File: config.mk
export PLATFORM = sky130hd
export DESIGN_NAME = ul_div_req_sched_flat
export DESIGN_NICKNAME = d
export VERILOG_FILES = /design/src/rtl/ul_div_pkg.sv /design/src/rtl/ul_div_req_sched_if.sv /design/src/rtl/ul_sync_fifo.sv /design/src/rtl/ul_div_req_sched.sv /design/src/flat_wrapper.sv
export SDC_FILE = /design/constraint.sdc
export NUM_CORES = 1
export LEC_CHECK = 0
export ABC_AREA = 1
export BUFFER_PORTS_ARGS = -buffer_cell sky130_fd_sc_hd__buf_2
export CORE_MARGIN = 10
export CORE_UTILIZATION = 50
export DETAILED_ROUTE_END_ITERATION = 8
export PLACE_DENSITY_LB_ADDON = 0.2
export SLEW_MARGIN = 40
export SYNTH_ARGS = -nofsm -noshare
export SYNTH_HDL_FRONTEND = slang
export SYNTH_SLANG_ARGS = --single-unit
File: constraint.sdc
create_clock -name clk -period 2.74 [get_ports clk]
set_input_delay 0.137 -clock clk [delete_from_list [all_inputs] [get_ports clk]]
set_output_delay 0.137 -clock clk [all_outputs]
set_load 0.005 [all_outputs]
File: src/rtl/ul_div_pkg.sv
// -----------------------------------------------------------------------------
// ul_div_pkg
// Shared definitions for the uplink divider request scheduler:
//   - default payload widths and queue depth
//   - all-ones quotient returned for a zero-divisor error response
//   - scheduler FSM state encoding
// -----------------------------------------------------------------------------
package ul_div_pkg;

   localparam int DIVIDEND_WIDTH_D = 22;
   localparam int DIVISOR_WIDTH_D  = 11;
   localparam int TAG_WIDTH_D      = 4;
   localparam int DEPTH_D          = 4;

   // Signed so that a size cast to a wider quotient still yields all ones.
   localparam logic signed [DIVIDEND_WIDTH_D-1:0] QUOT_ERR = '1;

   typedef enum logic [1:0] {
      ST_IDLE  = 2'd0,
      ST_ISSUE = 2'd1,
      ST_WAIT  = 2'd2,
      ST_RESP  = 2'd3
   } sched_state_t;

endpackage

File: src/rtl/ul_div_req_sched_if.sv
// -----------------------------------------------------------------------------
// ul_div_req_sched_if
// Bundles the three ports of the divider request scheduler:
//   req_*  : request push port (valid/ready), payload dividend/divisor/tag
//   div_*  : start/operands towards the divider, busy/done/results back
//   rsp_*  : response port (valid/ready), quotient/remainder/tag/err
//   q_level: request queue occupancy
// Handshake rule for req and rsp: a transfer happens on a rising clock edge
// where valid and ready are both high; the producer holds valid and payload
// stable until that edge, and ready may depend on nothing the producer drives.
// Modports:
//   slave  : the scheduler's view
//   master : the environment's view (producers, divider, response consumer)
// -----------------------------------------------------------------------------
interface ul_div_req_sched_if
   import ul_div_pkg::*;
#(
   parameter int DIVIDEND_WIDTH = DIVIDEND_WIDTH_D,
   parameter int DIVISOR_WIDTH  = DIVISOR_WIDTH_D,
   parameter int TAG_WIDTH      = TAG_WIDTH_D,
   parameter int DEPTH          = DEPTH_D
);
   localparam int LW = $clog2(DEPTH) + 1;

   logic                      req_valid;
   logic                      req_ready;
   logic [DIVIDEND_WIDTH-1:0] req_dividend;
   logic [DIVISOR_WIDTH-1:0]  req_divisor;
   logic [TAG_WIDTH-1:0]      req_tag;

   logic                      div_start;
   logic [DIVIDEND_WIDTH-1:0] div_dividend;
   logic [DIVISOR_WIDTH-1:0]  div_divisor;
   logic                      div_busy;
   logic                      div_done;
   logic [DIVIDEND_WIDTH-1:0] div_quotient;
   logic [DIVISOR_WIDTH-1:0]  div_remainder;

   logic                      rsp_valid;
   logic                      rsp_ready;
   logic [DIVIDEND_WIDTH-1:0] rsp_quotient;
   logic [DIVISOR_WIDTH-1:0]  rsp_remainder;
   logic [TAG_WIDTH-1:0]      rsp_tag;
   logic                      rsp_err;

   logic [LW-1:0]             q_level;

   modport slave (
      input  req_valid, req_dividend, req_divisor, req_tag,
      output req_ready,
      output div_start, div_dividend, div_divisor,
      input  div_busy, div_done, div_quotient, div_remainder,
      output rsp_valid, rsp_quotient, rsp_remainder, rsp_tag, rsp_err,
      input  rsp_ready,
      output q_level
   );

   modport master (
      output req_valid, req_dividend, req_divisor, req_tag,
      input  req_ready,
      input  div_start, div_dividend, div_divisor,
      output div_busy, div_done, div_quotient, div_remainder,
      input  rsp_valid, rsp_quotient, rsp_remainder, rsp_tag, rsp_err,
      output rsp_ready,
      input  q_level
   );

endinterface

File: src/rtl/ul_sync_fifo.sv
// -----------------------------------------------------------------------------
// ul_sync_fifo
// Single-clock FIFO, DEPTH a power of two. Head is presented combinationally
// on o_rdata whenever the FIFO is non-empty (show-ahead).
// Ports:
//   clk, rst_n        : clock, asynchronous active-low reset
//   i_push, i_wdata   : write request and data (ignored when full)
//   i_pop             : remove head (ignored when empty)
//   o_rdata           : current head entry
//   o_full, o_empty   : status
//   o_level           : occupancy, 0..DEPTH
// -----------------------------------------------------------------------------
module ul_sync_fifo #(
   parameter int WIDTH = 8,
   parameter int DEPTH = 4
) (
   input  logic                     clk,
   input  logic                     rst_n,
   input  logic                     i_push,
   input  logic [WIDTH-1:0]         i_wdata,
   input  logic                     i_pop,
   output logic [WIDTH-1:0]         o_rdata,
   output logic                     o_full,
   output logic                     o_empty,
   output logic [$clog2(DEPTH):0]   o_level
);
   localparam int AW = $clog2(DEPTH);

   logic [WIDTH-1:0] r_mem [DEPTH];
   logic [AW-1:0]    r_wr_ptr;
   logic [AW-1:0]    r_rd_ptr;
   logic [AW:0]      r_level;
   logic             w_do_push;
   logic             w_do_pop;

   assign o_full    = (r_level == (AW+1)'(DEPTH));
   assign o_empty   = (r_level == '0);
   assign o_level   = r_level;
   assign o_rdata   = r_mem[r_rd_ptr];
   assign w_do_push = i_push & ~o_full;
   assign w_do_pop  = i_pop & ~o_empty;

   always_ff @(posedge clk) begin
      if (w_do_push) r_mem[r_wr_ptr] <= i_wdata;
   end

   always_ff @(posedge clk or negedge rst_n) begin
      if (!rst_n) begin
         r_wr_ptr <= '0;
         r_rd_ptr <= '0;
         r_level  <= '0;
      end else begin
         if (w_do_push) r_wr_ptr <= r_wr_ptr + AW'(1);
         if (w_do_pop)  r_rd_ptr <= r_rd_ptr + AW'(1);
         case ({w_do_push, w_do_pop})
            2'b10:   r_level <= r_level + (AW+1)'(1);
            2'b01:   r_level <= r_level - (AW+1)'(1);
            default: r_level <= r_level;
         endcase
      end
   end

endmodule

File: src/rtl/ul_div_req_sched.sv
// -----------------------------------------------------------------------------
// ul_div_req_sched
// Queues tagged division requests and feeds them one at a time to a shared
// multi-cycle divider, returning quotient/remainder/tag on a response port.
// Only one request is outstanding, so responses leave in request order.
// Ports:
//   clk, rst_n   : clock, asynchronous active-low reset
//   bus (slave)  : req_* push port, div_* divider port, rsp_* response port,
//                  q_level queue occupancy
//   o_dbg_state  : current FSM state
// Build option:
//   UL_DIV_ZERO_CHK_EN - a head entry with divisor 0 skips the divider and is
//   answered directly with rsp_err=1, all-ones quotient and the low dividend
//   bits as remainder. Without it, rsp_err is constant 0 and zero divisors go
//   to the divider like any other request.
// -----------------------------------------------------------------------------
module ul_div_req_sched
   import ul_div_pkg::*;
#(
   parameter int DIVIDEND_WIDTH = DIVIDEND_WIDTH_D,
   parameter int DIVISOR_WIDTH  = DIVISOR_WIDTH_D,
   parameter int TAG_WIDTH      = TAG_WIDTH_D,
   parameter int DEPTH          = DEPTH_D
) (
   input  logic                clk,
   input  logic                rst_n,
   ul_div_req_sched_if.slave   bus,
   output sched_state_t        o_dbg_state
);
   localparam int PW = DIVIDEND_WIDTH + DIVISOR_WIDTH + TAG_WIDTH;
   localparam int LW = $clog2(DEPTH) + 1;

   logic [PW-1:0]             w_head;
   logic [DIVIDEND_WIDTH-1:0] w_head_dividend;
   logic [DIVISOR_WIDTH-1:0]  w_head_divisor;
   logic [TAG_WIDTH-1:0]      w_head_tag;
   logic                      w_full;
   logic                      w_empty;
   logic [LW-1:0]             w_level;
   logic                      w_push;
   logic                      w_pop;
   logic                      w_zero_bypass;

   sched_state_t              r_state;
   logic                      r_run;
   logic                      r_div_start;
   logic [DIVIDEND_WIDTH-1:0] r_div_dividend;
   logic [DIVISOR_WIDTH-1:0]  r_div_divisor;
   logic [TAG_WIDTH-1:0]      r_tag;
   logic                      r_rsp_valid;
   logic [DIVIDEND_WIDTH-1:0] r_rsp_quot;
   logic [DIVISOR_WIDTH-1:0]  r_rsp_rem;
   logic [TAG_WIDTH-1:0]      r_rsp_tag;
   logic                      r_rsp_err;

   // r_run keeps req_ready low while in reset and rises on the first edge
   // after release.
   assign bus.req_ready = r_run & ~w_full;
   assign w_push        = bus.req_valid & bus.req_ready;
   assign {w_head_dividend, w_head_divisor, w_head_tag} = w_head;

`ifdef UL_DIV_ZERO_CHK_EN
   // Checked ahead of div_busy: an error answer never needs the divider.
   assign w_zero_bypass = (r_state == ST_IDLE) & ~w_empty & (w_head_divisor == '0);
`else
   assign w_zero_bypass = 1'b0;
`endif

   // Head is latched on the IDLE->ISSUE edge and removed during ISSUE.
   assign w_pop = (r_state == ST_ISSUE) | w_zero_bypass;

   ul_sync_fifo #(
      .WIDTH (PW),
      .DEPTH (DEPTH)
   ) u_fifo (
      .clk     (clk),
      .rst_n   (rst_n),
      .i_push  (w_push),
      .i_wdata ({bus.req_dividend, bus.req_divisor, bus.req_tag}),
      .i_pop   (w_pop),
      .o_rdata (w_head),
      .o_full  (w_full),
      .o_empty (w_empty),
      .o_level (w_level)
   );

   always_ff @(posedge clk or negedge rst_n) begin
      if (!rst_n) begin
         r_state        <= ST_IDLE;
         r_run          <= 1'b0;
         r_div_start    <= 1'b0;
         r_div_dividend <= '0;
         r_div_divisor  <= '0;
         r_tag          <= '0;
         r_rsp_valid    <= 1'b0;
         r_rsp_quot     <= '0;
         r_rsp_rem      <= '0;
         r_rsp_tag      <= '0;
         r_rsp_err      <= 1'b0;
      end else begin
         r_run       <= 1'b1;
         r_div_start <= 1'b0;
         case (r_state)
            ST_IDLE: begin
               if (w_zero_bypass) begin
                  r_rsp_quot  <= DIVIDEND_WIDTH'(QUOT_ERR);
                  r_rsp_rem   <= w_head_dividend[DIVISOR_WIDTH-1:0];
                  r_rsp_tag   <= w_head_tag;
                  r_rsp_err   <= 1'b1;
                  r_rsp_valid <= 1'b1;
                  r_state     <= ST_RESP;
               end else if (!w_empty && !bus.div_busy) begin
                  // Operands are registered here so they are already valid
                  // alongside the start pulse and stay put until the next issue.
                  r_div_start    <= 1'b1;
                  r_div_dividend <= w_head_dividend;
                  r_div_divisor  <= w_head_divisor;
                  r_tag          <= w_head_tag;
                  r_state        <= ST_ISSUE;
               end
            end
            ST_ISSUE: begin
               r_state <= ST_WAIT;
            end
            ST_WAIT: begin
               if (bus.div_done) begin
                  r_rsp_quot  <= bus.div_quotient;
                  r_rsp_rem   <= bus.div_remainder;
                  r_rsp_tag   <= r_tag;
                  r_rsp_err   <= 1'b0;
                  r_rsp_valid <= 1'b1;
                  r_state     <= ST_RESP;
               end
            end
            ST_RESP: begin
               if (bus.rsp_ready) begin
                  r_rsp_valid <= 1'b0;
                  r_state     <= ST_IDLE;
               end
            end
            default: r_state <= ST_IDLE;
         endcase
      end
   end

   assign bus.div_start     = r_div_start;
   assign bus.div_dividend  = r_div_dividend;
   assign bus.div_divisor   = r_div_divisor;
   assign bus.rsp_valid     = r_rsp_valid;
   assign bus.rsp_quotient  = r_rsp_quot;
   assign bus.rsp_remainder = r_rsp_rem;
   assign bus.rsp_tag       = r_rsp_tag;
`ifdef UL_DIV_ZERO_CHK_EN
   assign bus.rsp_err       = r_rsp_err;
`else
   assign bus.rsp_err       = 1'b0;
`endif
   assign bus.q_level       = w_level;
   assign o_dbg_state       = r_state;

endmodule

File: src/flat_wrapper.sv
// flat-port wrapper written by rule: the top's interface ports become plain ports
module ul_div_req_sched_flat import ul_div_pkg::*;
#(
   parameter int DIVIDEND_WIDTH = DIVIDEND_WIDTH_D,
   parameter int DIVISOR_WIDTH  = DIVISOR_WIDTH_D,
   parameter int TAG_WIDTH      = TAG_WIDTH_D,
   parameter int DEPTH          = DEPTH_D
)
  (clk, rst_n, o_dbg_state, bus_req_valid, bus_req_dividend, bus_req_divisor, bus_req_tag, bus_req_ready, bus_div_start, bus_div_dividend, bus_div_divisor, bus_div_busy, bus_div_done, bus_div_quotient, bus_div_remainder, bus_rsp_valid, bus_rsp_quotient, bus_rsp_remainder, bus_rsp_tag, bus_rsp_err, bus_rsp_ready, bus_q_level);
  ul_div_req_sched_if #(.DIVIDEND_WIDTH(DIVIDEND_WIDTH), .DIVISOR_WIDTH(DIVISOR_WIDTH), .TAG_WIDTH(TAG_WIDTH), .DEPTH(DEPTH)) bus_i ();
  input  logic clk;
  input  logic rst_n;
  output sched_state_t o_dbg_state;
  input wire logic [$bits(bus_i.req_valid)-1:0] bus_req_valid;
  input wire logic [$bits(bus_i.req_dividend)-1:0] bus_req_dividend;
  input wire logic [$bits(bus_i.req_divisor)-1:0] bus_req_divisor;
  input wire logic [$bits(bus_i.req_tag)-1:0] bus_req_tag;
  output wire logic [$bits(bus_i.req_ready)-1:0] bus_req_ready;
  output wire logic [$bits(bus_i.div_start)-1:0] bus_div_start;
  output wire logic [$bits(bus_i.div_dividend)-1:0] bus_div_dividend;
  output wire logic [$bits(bus_i.div_divisor)-1:0] bus_div_divisor;
  input wire logic [$bits(bus_i.div_busy)-1:0] bus_div_busy;
  input wire logic [$bits(bus_i.div_done)-1:0] bus_div_done;
  input wire logic [$bits(bus_i.div_quotient)-1:0] bus_div_quotient;
  input wire logic [$bits(bus_i.div_remainder)-1:0] bus_div_remainder;
  output wire logic [$bits(bus_i.rsp_valid)-1:0] bus_rsp_valid;
  output wire logic [$bits(bus_i.rsp_quotient)-1:0] bus_rsp_quotient;
  output wire logic [$bits(bus_i.rsp_remainder)-1:0] bus_rsp_remainder;
  output wire logic [$bits(bus_i.rsp_tag)-1:0] bus_rsp_tag;
  output wire logic [$bits(bus_i.rsp_err)-1:0] bus_rsp_err;
  input wire logic [$bits(bus_i.rsp_ready)-1:0] bus_rsp_ready;
  output wire logic [$bits(bus_i.q_level)-1:0] bus_q_level;
  assign bus_i.req_valid = bus_req_valid;
  assign bus_i.req_dividend = bus_req_dividend;
  assign bus_i.req_divisor = bus_req_divisor;
  assign bus_i.req_tag = bus_req_tag;
  assign bus_req_ready = bus_i.req_ready;
  assign bus_div_start = bus_i.div_start;
  assign bus_div_dividend = bus_i.div_dividend;
  assign bus_div_divisor = bus_i.div_divisor;
  assign bus_i.div_busy = bus_div_busy;
  assign bus_i.div_done = bus_div_done;
  assign bus_i.div_quotient = bus_div_quotient;
  assign bus_i.div_remainder = bus_div_remainder;
  assign bus_rsp_valid = bus_i.rsp_valid;
  assign bus_rsp_quotient = bus_i.rsp_quotient;
  assign bus_rsp_remainder = bus_i.rsp_remainder;
  assign bus_rsp_tag = bus_i.rsp_tag;
  assign bus_rsp_err = bus_i.rsp_err;
  assign bus_i.rsp_ready = bus_rsp_ready;
  assign bus_q_level = bus_i.q_level;
  ul_div_req_sched #(.DIVIDEND_WIDTH(DIVIDEND_WIDTH), .DIVISOR_WIDTH(DIVISOR_WIDTH), .TAG_WIDTH(TAG_WIDTH), .DEPTH(DEPTH)) u_core (.clk(clk), .rst_n(rst_n), .bus(bus_i), .o_dbg_state(o_dbg_state));
endmodule
**Word-level counts from Yosys, hierarchy flattened**

Memory sizes are Yosys's and may differ from the RTL's. A register that Yosys moved wholly into a read port is not among the register bits.
Index checks and enable logic that the tools add are counted.

- Register bits: 49
- Memory bits (writable): 148
- Input port bits: 76
- Output and inout port bits: 79
- Word-level logic and storage cells: 54
- Memories: 1

Memory list:

| name | words | bits a word | rd ports | clocked after memory_dff | wr ports | line | text |
|---|---|---|---|---|---|---|---|
| u_core.u_fifo.r_mem | 4 | 37 | 1 | 1 | 1 | ul_sync_fifo.sv:29 | `logic [WIDTH-1:0] r_mem [DEPTH];` |

- Add/subtract/negate cells: 4
- Equality and inequality tests: 9
- Muxes and demuxes: 12
- Bitwise operators: 6
- Reductions and logical operators: 12

Operator list:

| cell | count |
|---|---|
| $pmux 2 s4 | 1 |
| $eq 2x2->1 const B | 3 |
| $mux 1 | 6 |
| $mux 2 | 3 |
| $pmux 3 s2 | 1 |
| $reduce_and 3->1 | 2 |
| $add 2x1->2 const B | 2 |
| $and 1x1->1 | 4 |
| $eq 2x1->1 const B | 2 |
| $ne 2x2->1 const B | 2 |
| $reduce_and 2->1 | 2 |
| $reduce_bool 2->1 | 2 |
| $add 3x1->3 const B | 1 |
| $eq 3x3->1 const B | 1 |
| $logic_not 1->1 | 3 |
| $logic_not 3->1 | 1 |
| $sub 3x1->3 const B | 1 |
| $logic_not 2->1 | 1 |
| $ne 2x1->1 const B | 1 |
| $not 1->1 | 2 |
| $pmux 1 s2 | 1 |
| $logic_and 1x1->1 | 1 |

**Logic depth before layout (Yosys ltp)**

Gate-level depths: netlist of the first run.

- Depth in word-level cells: 7
- Mapped depth: 11

**Cells and area by module**

From an unflattened synthesis of the first run, not the netlist that was laid out.

- Cell total of the unflattened synthesis: 851
- Area, all modules: 9586.7 um^2

By module, submodules not included:

| module | times used | cells each | area each (um^2) | seq. area each (um^2) |
|---|---|---|---|---|
| ul_sync_fifo | 1 | 493 | 6384.9 | 4619.4 |
| ul_div_req_sched | 1 | 358 | 3201.8 | 1976.9 |

**Worst setup path after synthesis of the first run**

OpenSTA, ideal clock, no wires.

- Kind: reg-to-reg
- Start point: register u_core.u_fifo.r_level[0], in the netlist u_core.u_fifo.o_level[0]
- End point: memory u_core.u_fifo.r_mem[0][0] (netlist name) (enable)
- Setup time: 0.431 ns
- Arrival: 2.243 ns
- Slack: 0.066 ns
- Cell stages (with the launch flop): 5
- Buffers on the path: 0
- Cell sequence: dfrtp_1 -> nor2_2 -> nand2_1 -> nand3_2 -> nor2_1

- Word-level cells in the longest chain between the ends: 7

RTL lines:

| what | line | text |
|---|---|---|
| from (decl) | ul_sync_fifo.sv:32 | `logic [AW:0] r_level;` |
| from (signal assigned) | ul_sync_fifo.sv:56 | `2'b10: r_level <= r_level + (AW+1)'(1);` |
| from (signal assigned) | ul_sync_fifo.sv:57 | `2'b01: r_level <= r_level - (AW+1)'(1);` |
| from (signal assigned) | ul_sync_fifo.sv:58 | `default: r_level <= r_level;` |
| $eq 3x3->1 * | ul_sync_fifo.sv:36 | `assign o_full = (r_level == (AW+1)'(DEPTH));` |
| $not 1->1 * | ul_sync_fifo.sv:40, ul_div_req_sched.sv:58 |  |
| $and 1x1->1 | ul_div_req_sched.sv:58 | `assign bus.req_ready = r_run & ~w_full;` |
| $and 1x1->1 | ul_div_req_sched.sv:59 | `assign w_push = bus.req_valid & bus.req_ready;` |
| $and 1x1->1 * | ul_sync_fifo.sv:40 | `assign w_do_push = i_push & ~o_full;` |
| $mux 1 * | ul_sync_fifo.sv:44 | `if (w_do_push) r_mem[r_wr_ptr] <= i_wdata;` |
| $mux 1 (not written as such) * | ul_sync_fifo.sv:44 |  |
| to (decl) | ul_sync_fifo.sv:29 |  |

Every way passes the cells marked *; elsewhere a longest branch is shown, timed or not.

**Worst setup path after layout of the first run**

- Start point: register u_core.u_fifo.r_level[1], in the netlist u_core.u_fifo.o_level[1]
- End point: register u_core.u_fifo.r_level[2], in the netlist u_core.u_fifo.o_level[2]

- Word-level cells in the longest chain between the ends: 7
- Elaborated cells on any way between the ends: 14
- Classes of those cells: add/sub (2); eq/ne (3); mux (1); bitwise (6); reduce/logical (2)

RTL lines:

| what | line | text |
|---|---|---|
| $eq 3x3->1 | ul_sync_fifo.sv:36 |  |
| $not 1->1 | ul_sync_fifo.sv:40, ul_div_req_sched.sv:58 |  |
| $and 1x1->1 | ul_div_req_sched.sv:58 |  |
| $and 1x1->1 | ul_div_req_sched.sv:59 |  |
| $and 1x1->1 | ul_sync_fifo.sv:40 |  |
| $eq 2x1->1 / $eq 2x2->1 (equally long branches) | ul_sync_fifo.sv:55 | `case ({w_do_push, w_do_pop})` |
| $pmux 3 s2 / $reduce_bool 2->1 (equally long branches) | n/a |  |

Several ways; a longest one is shown, not always the timed one.
A chain may end at the register's enable or synchronous reset.

==> flow_summary.yaml, run 1 <==
clock_network:
  htree_levels: 1
  root_buffer: "clkbuf_16"
  clk_pin_slew_ns: 0.06
  cts_tree: "done"
  clock_latency_ns: 0.51
  numCtsBuffers: 24
  cts_max_path_buffers: 3
  clock-sinks: 234
  cts_setup_buffers: 0
floorplan:
  die_h_um: 156
  start_util_pct: 51.0
  rows: 49
  chipWidth_um: 156
  coreArea_sq_um: 18100
  dieArea_sq_um: 24300
  ios: 155
layout:
  nNetsFinal: 1149
  finalInstanceArea_sq_um: 11700
  final_cells: 1310
  final_util_pct: 64.7
  nFillCells: 1392
  area_growth_pct: 26.8
  diodes: 0
  layout-drive-gt1-share_pct: 20.5
critical_path:
  endpoint_kind: "flip-flop"
  worstPathRequired_ns: 3.17
  criticalPathCategory: "flip-flop to flip-flop"
  arrival_ns: 2.43
  r2r_setup_slack_ns: 0.74
  critPathMaxFanout: 7
  cp-start-kind: "flip-flop"
  r2r-end: "u_core.u_fifo.o_level[2]"
  reg2reg_from: "u_core.u_fifo.o_level[1]"
  r2r_cells: 10
min_path:
  hold_end: "u_core.o_dbg_state[0]"
  hold_depth: 6
  hp-class: "input port to flip-flop"
  hold_start: "bus_div_busy"
sta:
  slew_violations: 0
  worst_pin_slew_ns: 0.767
  fmaxAchievable_mhz: 500
  finalHoldViolCount: 0
  setup_viol: 0
  rsz0062_at_grt: "no"
  final.setup.tns_ns: 0
  min_period_ns: 2.00
  min_period_over_period_pct: 72.9
  slew_headroom_pct: 48.9
  clock_skew_ns: 0.00722
route:
  wl_mm: 21.4
  wl_per_cell_um: 16.4
  vias: 6446
  postRouteAntennaNets: 0
  first_pass_iters: 5
  vias_per_cell: 4.92
  drtIter0Drc: 312
  route.detailed.drc: 0
global_route:
  grt_pass1_wl_mm: 34.8
  grt_pass1_vias: 6602
  grt.overflow.total: 0
  grt_max_degree: 76
  grt.total_usage_pct: 17.5
  grt_antenna_before_repair: 0
synth:
  synth-seq-cells: 234
  avgSynthCellArea_sq_um: 11.0
  synthesis.nets: 922
  syn_area_sq_um: 9230
  synth_top_area_share_pct: 48.2
  netlist_instances: 836
  yosysWarnings: 0
  ys_seq_area_share_pct: 71.5
  synthArstFlopShare_pct: 36.8
  yosys-top-cells-area: "edfxtp_1 (48%), dfrtp_1 (23%), nand2_1 (16%)"
  synth_top_flop_cell: "edfxtp_1"
  synth_edf_count: 148
  post-synth-top-area-cell: "edfxtp_1"
  yosys.cell_types.count: 25
pwr:
  p_total_uw: 11900
  p_leak_uw: 0.00535
  p_per_area_nw_per_um2: 1020
  ir_drop_v: 0.000543
placement:
  post_dp_cell_area_sq_um: 10200
  io_buffers: 153
  gp_congestion: 0.797
  dp.cells: 1194
  dp_hpwl_mm: 12.5
run_status:
  status: "complete, no violations"
flow_run:
  drv_cap: 0
## worst max path at each step
stage	from	endpoint	slack, ns	cells after the start
2_1_floorplan	u_core.u_fifo.o_level[0]	u_core.u_fifo.r_mem[0][0]	0.07	4
3_3_place_gp	u_core.u_fifo.o_level[1]	u_core.u_fifo.o_level[2]	0.81	10
3_5_place_dp	u_core.u_fifo.o_level[1]	u_core.u_fifo.o_level[2]	0.75	10
4_1_cts	u_core.u_fifo.o_level[1]	u_core.u_fifo.o_level[2]	0.74	10
5_1_grt	u_core.u_fifo.o_level[1]	u_core.u_fifo.o_level[2]	0.62	10
6_report	u_core.u_fifo.o_level[1]	u_core.u_fifo.o_level[2]	0.74	10
## final cells by class
type / instances / area (sq um) / area share, %
timing repair buffer: 242 / 1640 / 14.0
multi-input combinational: 537 / 2290 / 19.5
inverter: 24 / 90.1 / 0.770
tap: 229 / 287 / 2.45
clock buffer: 30 / 664 / 5.68
clock inverter: 14 / 133 / 1.13
sequential: 234 / 6600 / 56.4
## through the flow
step / hold slack, ns / setup slack (ns)
6_report: 0.0358 / 0.742
5_1_grt: 0.0876 / 0.620
4_1_cts: 0.0245 / 0.742
3_5_place_dp: 0.225 / 0.751
3_3_place_gp: 0.218 / 0.812
2_1_floorplan: -0.159 / 0.0658
## per-layer routing
metal | track usage, % | part of all wire, % | routed length [um] | up-vias
li1 | - | - | - | 3169
met1 | 22.7 | 45 | 9550 | 3054
met2 | 29.7 | 48 | 10200 | 195
met3 | 3.61 | 6.5 | 1400 | 28
met4 | 4.05 | 1.4 | 307 | 0
met5 | 0 | 0 | 0 | -
## cell usage in the layout, fill, tap and decap left out, types with 7 or more instances in the layout
master         instances
o21ai_0               43
clkbuf_16             25
ha_1                   9
edfxtp_1             148
buf_2                152
clkinv_2               7
buf_4                 16
dlygate4sd3_1         72
nor2_1                39
o21ai_1               34
nand2_1              390
dfrtp_1               85
inv_1                 23
## registers in the layout, indices dropped and copies added, names as in the netlist
register,cells
u_core.bus.div_start,1
u_core.o_dbg_state,2
u_core.u_fifo.o_level,3
u_core.bus.rsp_valid,1
u_core.bus.rsp_quotient,22
u_core.r_tag,4
u_core.bus.rsp_tag,4
u_core.bus.div_dividend,22
u_core.r_run,1
u_core.bus.div_divisor,11
u_core.u_fifo.r_mem,148
u_core.u_fifo.r_wr_ptr,2
u_core.bus.rsp_remainder,11
u_core.u_fifo.r_rd_ptr,2
## repair_timing
action                                 in CTS  in global routing
hold buffers                               72                  0
resized for setup                           0                  0
endpoints found under the hold margin     228                  0
## power by group
part	internal, uW	leakage [uW]	switching, uW	total (uW)
logic	1360	0.00254	2340	3700
registers	4590	0.00242	362	4960
clock network	1920	0.000391	1310	3220
total	7870	0.00535	4010	11900
## cell usage after synthesis (2+ instances only)
master	instances
buf_1	2
buf_4	3
o21ai_1	34
o21ai_0	43
buf_2	18
nand3_1	4
clkbuf_1	5
xor2_1	3
dfrtp_1	86
conb_1	2
inv_1	23
buf_6	13
nor2_1	43
nand2_1	390
ha_1	9
nand3_2	2
edfxtp_1	148
## kinds of logic after synthesis
group                      Yosys count  share of synthesized area (%)
DFF                                234                           71.5
adders and majority gates           10                           1.44
xor gates and xnor gates             4                          0.380
and+or+nand+nor                    442                           18.2
AOI/OAI and AO/OA                   79                           4.31
other                                2                         0.0814
buffers and inverters               65                           4.07
## worst max-delay path: stages (launching register included)
cell	delay, ns
dfrtp_1	0.41
nor2_2	0.17
nand2_1	0.08
nand3_2	0.23
ha_1	0.20
inv_1	0.07
fa_1	0.39
nor2_1	0.11
nor2_1	0.04
nand2_1	0.07
xor2_1	0.14
(Power assumes the default switching activity.)
==> run 2, diff against run 1 <==
==> constraint.sdc (replaced) <==
create_clock -name clk -period 1.7 [get_ports clk]
set_input_delay 0.085 -clock clk [delete_from_list [all_inputs] [get_ports clk]]
set_output_delay 0.085 -clock clk [all_outputs]
set_load 0.005 [all_outputs]
==> run 2 against run 1 <==
Routed wire length up 0.39%. Register-to-register slack worse by 0.73 ns. First-iteration DRC count up 27%. Cell area up 2.2%. Worst hold slack worse by 0.026 ns. Critical endpoint unchanged. Largest power group unchanged.
==> flow_summary.yaml, run 2 (same netlist as run 1, synthesis figures left out) <==
placement:
  dp.cells: 1209
  io_buffers: 153
  dp_hpwl_mm: 12.9
  gp_congestion: 0.760
route:
  drtIter0Drc: 396
  postRouteAntennaNets: 0
  vias_per_cell: 4.88
  wl_mm: 21.5
  first_pass_iters: 4
  vias: 6488
  route.detailed.drc: 0
  wl_per_cell_um: 16.2
sta:
  slew_violations: 0
  holdWs_ns: 0.00993
  worst_pin_slew_ns: 0.511
  min_period_over_period_pct: 99.5
  final.setup.tns_ns: 0
  fmaxAchievable_mhz: 591
  finalHoldViolCount: 0
  clock_skew_ns: 0.00818
  slew_headroom_pct: 65.9
  rsz0062_at_grt: "yes"
  min_period_ns: 1.69
  setup_viol: 0
critical_path:
  criticalPathCategory: "flip-flop to flip-flop"
  cp_slowest_cell: "dfrtp_1"
  critPathTopFamily: "adder cells"
  critPathMaxFanout: 3
  arrival_ns: 2.12
  endpoint_kind: "flip-flop"
  worstPathRequired_ns: 2.13
  slowest_delay_ns: 0.38
  crit_chain: "inv_2 > ha_4 > nand2_4 > inv_4 > ha_4 > inv_4 > fa_2 > nor2_2 > nor2_1 > nand2_1 > xor2_1"
  cp-start-kind: "flip-flop"
  path_buf_inv: 3
global_route:
  grt_antenna_before_repair: 0
  grt.total_usage_pct: 17.6
  grt_pass1_vias: 6708
  grt.overflow.total: 0
  grt_max_degree: 50
  grt_pass1_wl_mm: 34.8
pwr:
  ir_drop_v: 0.000765
  p_per_area_nw_per_um2: 1630
  p_leak_uw: 0.00544
  p_total_uw: 19500
clock_network:
  root_buffer: "clkbuf_16"
  cts_tree: "done"
  cts_max_path_buffers: 3
  clock_latency_ns: 0.50
  clk_pin_slew_ns: 0.06
  htree_levels: 1
  clock-sinks: 234
  numCtsBuffers: 25
floorplan:
  coreArea_sq_um: 18100
  chipWidth_um: 156
  rows: 49
  ios: 155
  start_util_pct: 51.0
  die_h_um: 156
  dieArea_sq_um: 24300
flow_run:
  drv_cap: 0
layout:
  area_growth_pct: 29.5
  nNetsFinal: 1169
  final-seq-area_sq_um: 6600
  layout_commonest_cell: "nand2_1"
  top_register: "u_core.u_fifo.r_mem"
  layout-drive-gt1-share_pct: 22.3
  diodes: 0
  nFillCells: 1376
  multi_input_area_sq_um: 2340
  final_cells: 1330
  largest_reg_flops: 148
  layout_common_cells: "nand2_1 (388), buf_2 (152), edfxtp_1 (148)"
min_path:
  hp-class: "input port to flip-flop"
run_status:
  status: "complete, no violations"
-- run 2: cell type report --
class                      instances  share of cell area (%)
inverter                          24                   0.795
clock buffer                      37                    5.78
clock inverter                     8                   0.597
timing repair buffer             261                    15.7
multi-input combinational        537                    19.6
tap                              229                    2.40
sequential                       234                    55.2
-- run 2: where the power goes --
part	leakage (uW)	total, uW	internal [uW]	switching [uW]
Combinational	0.00265	6430	2550	3880
Sequential	0.00242	7980	7400	578
Clock	0.000373	5050	2960	2090
Total	0.00544	19500	12900	6540
-- run 2: repair_timing --
| action | in CTS | in global routing |
|---|---|---|
| hold buffers | 72 | 0 |
| hold endpoints to repair | 268 | 0 |
| pin swaps | 2 | 1 |
| setup endpoints to repair | 2 | 2 |
| buffers inserted | 1 | 3 |
| gates resized for setup | 7 | 5 |
-- run 2: worst register-to-register path: stages (launching register included) --
cell	delay, ns
dfrtp_1	0.38
inv_2	0.09
ha_4	0.15
nand2_4	0.06
inv_4	0.06
ha_4	0.14
inv_4	0.04
fa_2	0.34
nor2_2	0.11
nor2_1	0.05
nand2_1	0.06
xor2_1	0.14
-- run 2: final timing paths --
| kind | startpoint | to | slack, ns | depth (start not counted) |
|---|---|---|---|---|
| min in group asynchronous | rst_n | u_core.bus.div_divisor[0] | 0.08 | 2 |
| min | bus_rsp_ready | u_core.bus.rsp_valid | 0.01 | 6 |
| max reg2reg | u_core.o_dbg_state[1] | u_core.u_fifo.o_level[2] | 0.008 | 11 |
| max in group asynchronous | rst_n | u_core.bus.div_dividend[12] | 1.05 | 3 |
| max | u_core.o_dbg_state[1] | u_core.u_fifo.o_level[2] | 0.008 | 11 |
| min reg2reg | u_core.bus.div_divisor[4] | u_core.bus.div_divisor[4] | 0.47 | 2 |
-- run 2: stage by stage --
stage	setup slack, ns	util [%]	area (sq um)
floorplan	-0.0463	-	9280
global placement	0.0319	57.5	10400
detailed placement	-0.0183	57.5	10400
CTS	-0.00527	65.9	11900
global route	-0.0908	66.1	12000
finish	0.00801	66.1	12000
-- run 2: routing by layer --
layer	vias to the layer above	GRT usage [%]	wire (um)
met2	178	30.9	10600
met1	3076	22.3	9380
met4	0	3.73	316
met5	-	0	0
met3	27	3.34	1240
li1	3207	-	-
==> run 3, diff against run 2 <==
--- a/config.mk
+++ b/config.mk
@@ -11,7 +11,8 @@
 export CORE_UTILIZATION = 50
 export DETAILED_ROUTE_END_ITERATION = 8
 export PLACE_DENSITY_LB_ADDON = 0.2
-export SLEW_MARGIN = 40
+export RECOVER_POWER = 50
+export SLEW_MARGIN = 20
 export SYNTH_ARGS = -nofsm -noshare
 export SYNTH_HDL_FRONTEND = slang
 export SYNTH_SLANG_ARGS = --single-unit
==> run 3 against run 2 <==
Power shrank 0.49%. Cell area fell by 0.92%. Utilization shrank 0.61 points. Final cell count stayed put. Sequential power about the same. Via count decreased by 0.14%. Critical endpoint unchanged. Clock skew is 0.0015 ns higher.
==> flow_summary.yaml, run 3 (same netlist as run 1, synthesis figures left out) <==
placement:
  dp_hpwl_mm: 12.9
  gp_congestion: 0.760
  io_buffers: 153
route:
  wl_met3_mm: 1.24
  drtIter0Drc: 386
  route.detailed.drc: 0
  first_pass_iters: 4
  wl_met2_mm: 10.5
  m1WireLength_mm: 9.48
  postRouteAntennaNets: 0
  highest_layer: "met4"
  wl_per_cell_um: 16.2
  vias: 6479
  wl_mm: 21.5
  vias_per_cell: 4.87
clock_network:
  cts_tree: "done"
  root_buffer: "clkbuf_16"
  clock_latency_ns: 0.50
  clk_pin_slew_ns: 0.06
  numCtsBuffers: 25
  htree_levels: 1
  cts_max_path_buffers: 3
  clock-sinks: 234
floorplan:
  rows: 49
  dieArea_sq_um: 24300
  ios: 155
  start_util_pct: 51.0
  chipWidth_um: 156
  coreArea_sq_um: 18100
  die_h_um: 156
pwr:
  ir_drop_v: 0.000764
  swShare_pct: 33.8
  p_leak_uw: 0.00521
  p_per_area_nw_per_um2: 1630
  comb_power_share_pct: 32.7
  switchingPower_uw: 6550
  p_clk_share_pct: 26.1
  intPower_uw: 12800
  seqPwrFrac_pct: 41.3
layout:
  largest_reg_flops: 148
  diodes: 0
  layout_commonest_cell: "nand2_1"
  nFillCells: 1411
  final_util_pct: 65.5
  layout-drive-gt1-share_pct: 15.7
  area_growth_pct: 28.3
  layout_common_cells: "nand2_1 (388), edfxtp_1 (148), dfrtp_1 (84)"
  top_register: "u_core.u_fifo.r_mem"
  nNetsFinal: 1169
sta:
  min_period_over_period_pct: 99.5
  worst_pin_slew_ns: 0.860
  slew_violations: 0
  slew_headroom_pct: 42.6
  min_period_ns: 1.69
  clock_skew_ns: 0.00972
  rsz0062_at_grt: "yes"
  holdWs_ns: 0.0108
  fmaxAchievable_mhz: 591
  finalHoldViolCount: 0
  setup_viol: 0
  final.setup.tns_ns: 0
run_status:
  status: "complete, no violations"
critical_path:
  critPathMaxFanout: 3
  criticalPathCategory: "flip-flop to flip-flop"
  endpoint_kind: "flip-flop"
  worstPathRequired_ns: 2.13
  cp-start-kind: "flip-flop"
  arrival_ns: 2.12
global_route:
  grt_max_degree: 50
  grt_antenna_before_repair: 0
  grt_pass1_wl_mm: 34.8
  grt.overflow.total: 0
  grt_pass1_vias: 6708
  grt.total_usage_pct: 17.6
flow_run:
  drv_cap: 0
min_path:
  hp-class: "input port to flip-flop"
-- run 3: cell count changes in the layout (fill, tap and decap cells not counted) --
| cell | change |
|---|---|
| buf_2 | -70 |
| buf_4 | -3 |
| clkbuf_1 | +71 |
| buf_12 | -1 |
| buf_1 | +1 |
| clkbuf_2 | +1 |
| clkbuf_4 | +1 |
-- run 3: critical path, stage by stage (launching register included) --
cell     delay [ns]
dfrtp_1        0.38
inv_2          0.09
ha_4           0.14
nand2_4        0.06
inv_4          0.06
ha_4           0.13
inv_4          0.04
fa_2           0.34
nor2_2         0.11
nor2_1         0.05
nand2_1        0.06
xor2_1         0.14
-- run 3: cell type report --
type | count | area [sq um] | area share (%)
flip-flops and latches | 234 | 6600 | 55.7
multi-input cells | 537 | 2340 | 19.8
repair buffers | 261 | 1760 | 14.9
clock buffers | 37 | 691 | 5.83
well taps | 229 | 287 | 2.42
inverters | 24 | 95.1 | 0.803
clock inverters | 8 | 71.3 | 0.602
-- run 3: worst paths after layout --
| kind | start | endpoint | slack (ns) | depth (start not counted) |
|---|---|---|---|---|
| max reg2reg | u_core.o_dbg_state[1] | u_core.u_fifo.o_level[2] | 0.008 | 11 |
| min | bus_rsp_ready | u_core.bus.rsp_valid | 0.01 | 6 |
| min in group asynchronous | rst_n | u_core.bus.div_divisor[0] | 0.23 | 2 |
| max | u_core.o_dbg_state[1] | u_core.u_fifo.o_level[2] | 0.008 | 11 |
| max in group asynchronous | rst_n | u_core.bus.rsp_quotient[19] | 0.35 | 3 |
| min reg2reg | u_core.bus.rsp_quotient[5] | u_core.bus.rsp_quotient[5] | 0.47 | 2 |
-- run 3: through the flow --
stage          area, sq um  setup WS, ns  instances  total power, uW
6_report             11800       0.00837       1330            19400
5_1_grt              11800       -0.0908       1330            20800
4_1_cts              11900      -0.00527       1327            19600
3_5_place_dp         10400       -0.0183       1209            14300
3_3_place_gp         10400        0.0319       1209            14100
2_1_floorplan         9280       -0.0463        836            11900
-- run 3: routing by layer --
metal	vias to the layer above	GRT usage, %
met3	26	3.34
li1	3209	-
met1	3070	22.3
met5	-	0
met4	0	3.73
met2	174	30.9
-- run 3: power by group through the flow --
stage	sequential, uW	combinational, uW	clock [uW]
detailed placement	8060	6210	0
global placement	8020	6100	0
CTS	7980	6450	5160
finish	7990	6320	5050
floorplan	8130	3790	0
global route	8120	7230	5420
-- run 3: what timing repair did --
| action | CTS | global route |
|---|---|---|
| setup buffers | 1 | 3 |
| resized for setup | 7 | 5 |
| hold buffers | 72 | 0 |
| pin swaps | 2 | 1 |
| endpoints found under the setup margin | 2 | 2 |
| hold endpoints to repair | 268 | 0 |
